## config.mk

```make
export PLATFORM = sky130hd
export DESIGN_NAME = multi_cdb_arbiter
export DESIGN_NICKNAME = d
export VERILOG_FILES = /design/src/rtl/multi_cdb_arbiter.sv
export SDC_FILE = /design/constraint.sdc
export NUM_CORES = 1
export LEC_CHECK = 0
export CORE_MARGIN = 2
export CORE_UTILIZATION = 45
export DETAILED_ROUTE_END_ITERATION = 12
export PLACE_DENSITY = 0.93
export SYNTH_ARGS = -nofsm -noshare
export SYNTH_HDL_FRONTEND = slang
export SYNTH_SLANG_ARGS = --single-unit
```

## constraint.sdc

```tcl
create_clock -name clock -period 15.9 [get_ports clock]
set_input_delay 3.975 -clock clock [delete_from_list [all_inputs] [get_ports clock]]
set_output_delay 3.975 -clock clock [all_outputs]
set_load 0.1 [all_outputs]
```

## src/rtl/multi_cdb_arbiter.sv

```systemverilog
`default_nettype none
// ============================================================================
//  Module   : multi_cdb_arbiter
//  Purpose  : Round-robin arbiter that moves up to NUM_CDB finished
//             functional-unit results per cycle onto parallel common-data-bus
//             lanes. It returns a combinational ack to each granted FU and
//             registers the broadcast (tag, data, source index) for the
//             RS/ROB/map table consumers.
//  Ports    : clock, reset (sync, active-high), squash (kills grants)
//             req_valid/req_tag/req_data : per-FU results, slice i = FU i
//             ack                        : per-FU grant, combinational
//             cdb_valid/tag/data/src     : per-lane broadcast, registered
//  Revision : 1.0 - initial release
// ============================================================================
module multi_cdb_arbiter #(
  parameter int NUM_REQ = 8,
  parameter int NUM_CDB = 2,
  parameter int TAG_W   = 5,
  parameter int DATA_W  = 32,
  parameter int IDX_W   = $clog2(NUM_REQ)
) (
  input  logic                      clock,
  input  logic                      reset,
  input  logic                      squash,
  input  logic [NUM_REQ-1:0]        req_valid,
  input  logic [NUM_REQ*TAG_W-1:0]  req_tag,
  input  logic [NUM_REQ*DATA_W-1:0] req_data,
  output logic [NUM_REQ-1:0]        ack,
  output logic [NUM_CDB-1:0]        cdb_valid,
  output logic [NUM_CDB*TAG_W-1:0]  cdb_tag,
  output logic [NUM_CDB*DATA_W-1:0] cdb_data,
  output logic [NUM_CDB*IDX_W-1:0]  cdb_src
);

  // One extra bit so rr_ptr + offset can exceed NUM_REQ before wrapping;
  // NUM_REQ need not be a power of two.
  localparam logic [IDX_W:0]   c_num_req  = (IDX_W+1)'(NUM_REQ);
  localparam logic [IDX_W-1:0] c_last_idx = IDX_W'(NUM_REQ - 1);

  logic [IDX_W-1:0]          r_rr_ptr;
  logic [NUM_CDB-1:0]        r_cdb_valid;
  logic [NUM_CDB*TAG_W-1:0]  r_cdb_tag;
  logic [NUM_CDB*DATA_W-1:0] r_cdb_data;
  logic [NUM_CDB*IDX_W-1:0]  r_cdb_src;

  logic [NUM_REQ-1:0] w_ack;
  logic [NUM_CDB-1:0] w_lane_valid;
  logic [IDX_W-1:0]   w_lane_src  [NUM_CDB];
  logic [TAG_W-1:0]   w_lane_tag  [NUM_CDB];
  logic [DATA_W-1:0]  w_lane_data [NUM_CDB];
  logic [IDX_W:0]     w_pos;
  logic [IDX_W-1:0]   w_idx;
  logic [IDX_W-1:0]   w_last;
  logic [IDX_W-1:0]   w_ptr_next;
  int                 w_cnt;

  // Walk the requesters in priority order starting at rr_ptr. The j-th valid
  // requester found is granted and placed on lane j until lanes run out.
  always_comb begin
    w_ack        = '0;
    w_lane_valid = '0;
    w_last       = r_rr_ptr;
    w_pos        = '0;
    w_idx        = '0;
    w_cnt        = 0;
    for (int j = 0; j < NUM_CDB; j++) begin
      w_lane_src[j] = '0;
    end
    if (!reset && !squash) begin
      for (int k = 0; k < NUM_REQ; k++) begin
        w_pos = {1'b0, r_rr_ptr} + (IDX_W+1)'(k);
        if (w_pos >= c_num_req) begin
          w_pos = w_pos - c_num_req;
        end
        w_idx = w_pos[IDX_W-1:0];
        if (req_valid[w_idx] && (w_cnt < NUM_CDB)) begin
          w_ack[w_idx] = 1'b1;
          for (int j = 0; j < NUM_CDB; j++) begin
            if (j == w_cnt) begin
              w_lane_valid[j] = 1'b1;
              w_lane_src[j]   = w_idx;
            end
          end
          w_cnt  = w_cnt + 1;
          w_last = w_idx;
        end
      end
    end
  end

  // Per-lane payload mux keyed by the granted source index.
  always_comb begin
    for (int j = 0; j < NUM_CDB; j++) begin
      w_lane_tag[j]  = '0;
      w_lane_data[j] = '0;
      for (int i = 0; i < NUM_REQ; i++) begin
        if (w_lane_src[j] == IDX_W'(i)) begin
          w_lane_tag[j]  = req_tag[i*TAG_W +: TAG_W];
          w_lane_data[j] = req_data[i*DATA_W +: DATA_W];
        end
      end
    end
  end

  // Priority moves just past the last requester served this cycle.
  assign w_ptr_next = (w_last == c_last_idx) ? '0 : w_last + IDX_W'(1);

  // A squashed cycle produces no grants, so the lanes simply go idle and the
  // pointer holds; idle lanes keep their old payload.
  always_ff @(posedge clock) begin
    if (reset) begin
      r_rr_ptr    <= '0;
      r_cdb_valid <= '0;
      r_cdb_tag   <= '0;
      r_cdb_data  <= '0;
      r_cdb_src   <= '0;
    end else begin
      r_cdb_valid <= w_lane_valid;
      for (int j = 0; j < NUM_CDB; j++) begin
        if (w_lane_valid[j]) begin
          r_cdb_tag[j*TAG_W +: TAG_W]    <= w_lane_tag[j];
          r_cdb_data[j*DATA_W +: DATA_W] <= w_lane_data[j];
          r_cdb_src[j*IDX_W +: IDX_W]    <= w_lane_src[j];
        end
      end
      if (|w_ack) begin
        r_rr_ptr <= w_ptr_next;
      end
    end
  end

  assign ack       = w_ack;
  assign cdb_valid = r_cdb_valid;
  assign cdb_tag   = r_cdb_tag;
  assign cdb_data  = r_cdb_data;
  assign cdb_src   = r_cdb_src;

endmodule
`default_nettype wire

```

==> load_flow_metrics.sql <==
INSERT INTO impl_metrics (metric_group, metric, value, unit) VALUES
('clock_tree', 'clock_tree_from_tritoncts', 'done', ''),
('synth', 'adder_cell_fraction_of_synth_area', '3.104', '%'),
('timing', 'post-route-period-util', '96.11', '%'),
('finish', 'area_growth_from_synthesis_to_final_layout', '43.77', '%'),
('timing', 'final-hold-violation-count', '0', ''),
('critical_path', 'critical-path-top-cell-by-count', 'sky130_fd_sc_hd__ha_1', ''),
('synth', 'synthesized_netlist_net_count', '1697', ''),
('timing', 'finalMaxSlewViolations', '0', ''),
('synth', 'xor_xnor_share_of_the_synthesized_area', '1.304', '%'),
('clock_tree', 'cts_num_sinks', '85', ''),
('clock_tree', 'cts.reportedPaths.clkPinSlew', '0.07', 'ns'),
('finish', 'layout.filler_cells', '1791', ''),
('placed_design', 'postPlaceCellArea', '14150', 'um^2'),
('finish', 'layout.cell_area.non_filler', '14490', 'um^2'),
('critical_path', 'critical_path.reg2reg.startpoint', 'r_rr_ptr[1]', ''),
('grt', 'grt_antenna_before_repair', '12', ''),
('clock_tree', 'cts_buffers', '9', ''),
('outcome', 'run_status', 'complete, no violations', ''),
('critical_path', 'r2r-end', 'cdb_data[17]', ''),
('detailed_routing', 'drt-wirelength-per-cell', '28.05', 'um'),
('placed_design', 'place.detailed.hpwl', '39460', 'um'),
('synth', 'yosys_warnings', '0', ''),
('synth', 'number_of_cells_produced_by_synthesis', '1365', ''),
('clock_tree', 'root_buffer', 'sky130_fd_sc_hd__clkbuf_16', ''),
('synth', 'synthesis.area_per_instance', '7.383', 'um^2'),
('detailed_routing', 'antenna_violating_nets_post_route', '0', ''),
('floorplan', 'dieArea', '23610', 'um^2'),
('critical_path', 'cp.buffers_inverters', '7', ''),
('grt', 'groute.layer.met2.usage', '68.70', '%'),
('critical_path', 'worst-path-max-fanout', '12', ''),
('critical_path', 'crit_arrival', '11.31', 'ns'),
('grt', 'pin_count_of_the_biggest_net_entering_global_routing', '47', ''),
('synth', 'synth_edf_count', '0', ''),
('detailed_routing', 'remaining_drc_errors', '0', ''),
('timing', 'fin_crit_period', '15.28', 'ns'),
('timing', 'relSlewSlack', '15.25', '%'),
('detailed_routing', 'detail_route.wirelength', '55640', 'um'),
('synth', 'synth_top_area_cells', 'sky130_fd_sc_hd__dfxtp_1 (17%), sky130_fd_sc_hd__mux2i_1 (8.5%), sky130_fd_sc_hd__nor2_1 (6.4%)', ''),
('detailed_routing', 'detail_route.first_pass.iterations', '7', ''),
('finish', 'nNetsFinal', '2018', ''),
('grt', 'groute.layer.met1.usage', '53.20', '%'),
('synth', 'synthMuxAreaShare', '17.03', '%'),
('floorplan', 'chipHeight', '153.7', 'um'),
('critical_path', 'critical_path.endpoint_type', 'output pin', ''),
('finish', 'multi_input_area', '7791', 'um^2'),
('synth', 'synth-main-ff-cell', 'sky130_fd_sc_hd__dfxtp_1', ''),
('critical_path', 'critical_path.endpoint', 'ack[3]', ''),
('clock_tree', 'cts-root-to-sink-buffers', '2', ''),
('timing', 'grt_setup_unrepaired', 'no', ''),
('timing', 'worst_clock_skew', '0.007479', 'ns'),
('worst_hold_path', 'timing.hold.worst.start', 'cdb_tag[8]', ''),
('synth', 'ys_async_sr_fraction', '0', '%'),
('floorplan', 'io-pin-count', '397', ''),
('detailed_routing', 'num_vias', '14250', ''),
('timing', 'finalSetupViolCount', '0', ''),
('critical_path', 'critical_path.max_stage_delay', '0.61', 'ns'),
('placed_design', 'io_buffer_count', '396', ''),
('critical_path', 'rr_worst_depth', '33', ''),
('floorplan', 'initial_core_util', '46.04', '%'),
('critical_path', 'crit_family', 'simple AND/OR/NAND/NOR gates', ''),
('critical_path', 'start_kind', 'primary input', ''),
('timing', 'timing.setup.tns', '0', 'ns'),
('critical_path', 'path_depth', '31', ''),
('detailed_routing', 'vias_per_cell', '7.183', ''),
('flow_run', 'cap_viol_max_count', '0', ''),
('grt', 'overflow', '0', ''),
('finish', 'ratio_of_cells_with_drive_above_1_in_the_final_layout', '9.344', '%'),
('clock_tree', 'post_cts.repair.setup_buffers', '0', ''),
('synth', 'yosys_register_bits', '85', ''),
('grt', 'gr-max-usage-layer', 'met2', ''),
('synth', 'post-synth-top-area-cell', 'sky130_fd_sc_hd__dfxtp_1', '');
-- cell usage after synthesis (27+ instances only) --
cell type and instances:
sky130_fd_sc_hd__nor2_1 173, sky130_fd_sc_hd__nand2_1 145, sky130_fd_sc_hd__o21ai_0 98, sky130_fd_sc_hd__mux2i_1 86, sky130_fd_sc_hd__dfxtp_1 85, sky130_fd_sc_hd__a221oi_1 57
sky130_fd_sc_hd__clkbuf_1 55, sky130_fd_sc_hd__mux2_2 53, sky130_fd_sc_hd__o22ai_1 53, sky130_fd_sc_hd__a21oi_1 45, sky130_fd_sc_hd__buf_2 45, sky130_fd_sc_hd__inv_1 42
sky130_fd_sc_hd__o211ai_1 30, sky130_fd_sc_hd__a22o_1 28, sky130_fd_sc_hd__a31oi_1 27, sky130_fd_sc_hd__o21ai_1 27
-- logic make-up (layout without fill, tap and decap cells) --
| logic type | Yosys count | count (layout) |
|---|---|---|
| adders and majority gates | 25 | 25 |
| AOI/OAI and AO/OA | 513 | 513 |
| buffers and inverters | 158 | 484 |
| other | 0 | 13 |
| DFF | 85 | 85 |
| muxes | 152 | 152 |
| and+or+nand+nor | 421 | 421 |
| xor gates and xnor gates | 11 | 11 |
-- placed cells by master (no fill, tap or decap), drive strengths merged, types with 8 or more instances in the layout --
| master | instances |
|---|---|
| clkdlybuf4s50 | 386 |
| nor2 | 175 |
| nand2 | 147 |
| o21ai | 126 |
| mux2i | 87 |
| dfxtp | 85 |
| a221oi | 58 |
| mux2 | 56 |
| o22ai | 54 |
| a21oi | 47 |
| inv | 44 |
| buf | 38 |
| o211ai | 30 |
| a22o | 28 |
| a31oi | 27 |
| ha | 25 |
| o2bb2ai | 22 |
| nand3 | 15 |
| nand2b | 14 |
| diode | 13 |
| a22oi | 13 |
| o221ai | 13 |
| or3 | 13 |
| nor3 | 12 |
| a211oi | 11 |
| clkbuf | 11 |
| mux4 | 9 |
| o32ai | 9 |
| a222oi | 8 |
| nand4 | 8 |
-- timing repair --
item                                    CTS  global route
resized for setup                         0             2
endpoints found under the setup margin    0             7
endpoints found under the hold margin     0             0
-- stage by stage --
step / utilization [%] / setup slack [ns] / std cells / hold slack, ns
after floorplan: - / 0.3374 / 1365 / 0.8686
after global placement: 64.63 / 0.8925 / 1955 / 0.4296
after detailed placement: 64.63 / 0.5280 / 1955 / 0.4380
after CTS: 66.02 / 0.5163 / 1971 / 0.4493
after global routing: 66.16 / 0.01582 / 1981 / 0.4681
final: 66.19 / 0.6177 / 1984 / 0.4513
-- worst min-delay path by stage --
| stage | to | slack [ns] | cells after the start |
|---|---|---|---|
| 3_5_place_dp | cdb_data[44] | 0.44 | 2 |
| 3_3_place_gp | cdb_data[48] | 0.43 | 2 |
| 2_1_floorplan | cdb_data[6] | 0.87 | 2 |
| 4_1_cts | cdb_tag[8] | 0.45 | 2 |
| 6_report | cdb_tag[8] | 0.45 | 2 |
| 5_1_grt | cdb_data[35] | 0.47 | 2 |
-- layer usage --
metal  vias up  routed length (um)
met5         -                   0
met2      1471               24330
met1      6497               19020
li1       5892                   -
met4         0                4342
met3       391                7951
-- flip-flops by register name (all words and copies together), names as in the netlist --
signal and count:
r_rr_ptr 3, cdb_data 64, cdb_valid 2, cdb_src 6, cdb_tag 10
-- area by class of cell --
class / count / share of cell area (%)
multi-input cells: 1122 / 53.77
diodes: 13 / 0.2245
repair buffers: 424 / 28.62
flip-flops and latches: 85 / 11.74
clock buffers: 11 / 1.675
well taps: 280 / 2.418
clock inverters: 5 / 0.4145
inverters: 44 / 1.140
-- tightest hold or removal path, cell delays in order, from the launching register on --
cell                      delay (ns)
sky130_fd_sc_hd__dfxtp_1        0.31
sky130_fd_sc_hd__nand2_1        0.05
sky130_fd_sc_hd__o21ai_1        0.05
Power is left out: the tool's default activity adds up to more than one toggle a clock period on the data nets, which glitch-free logic cannot reach.
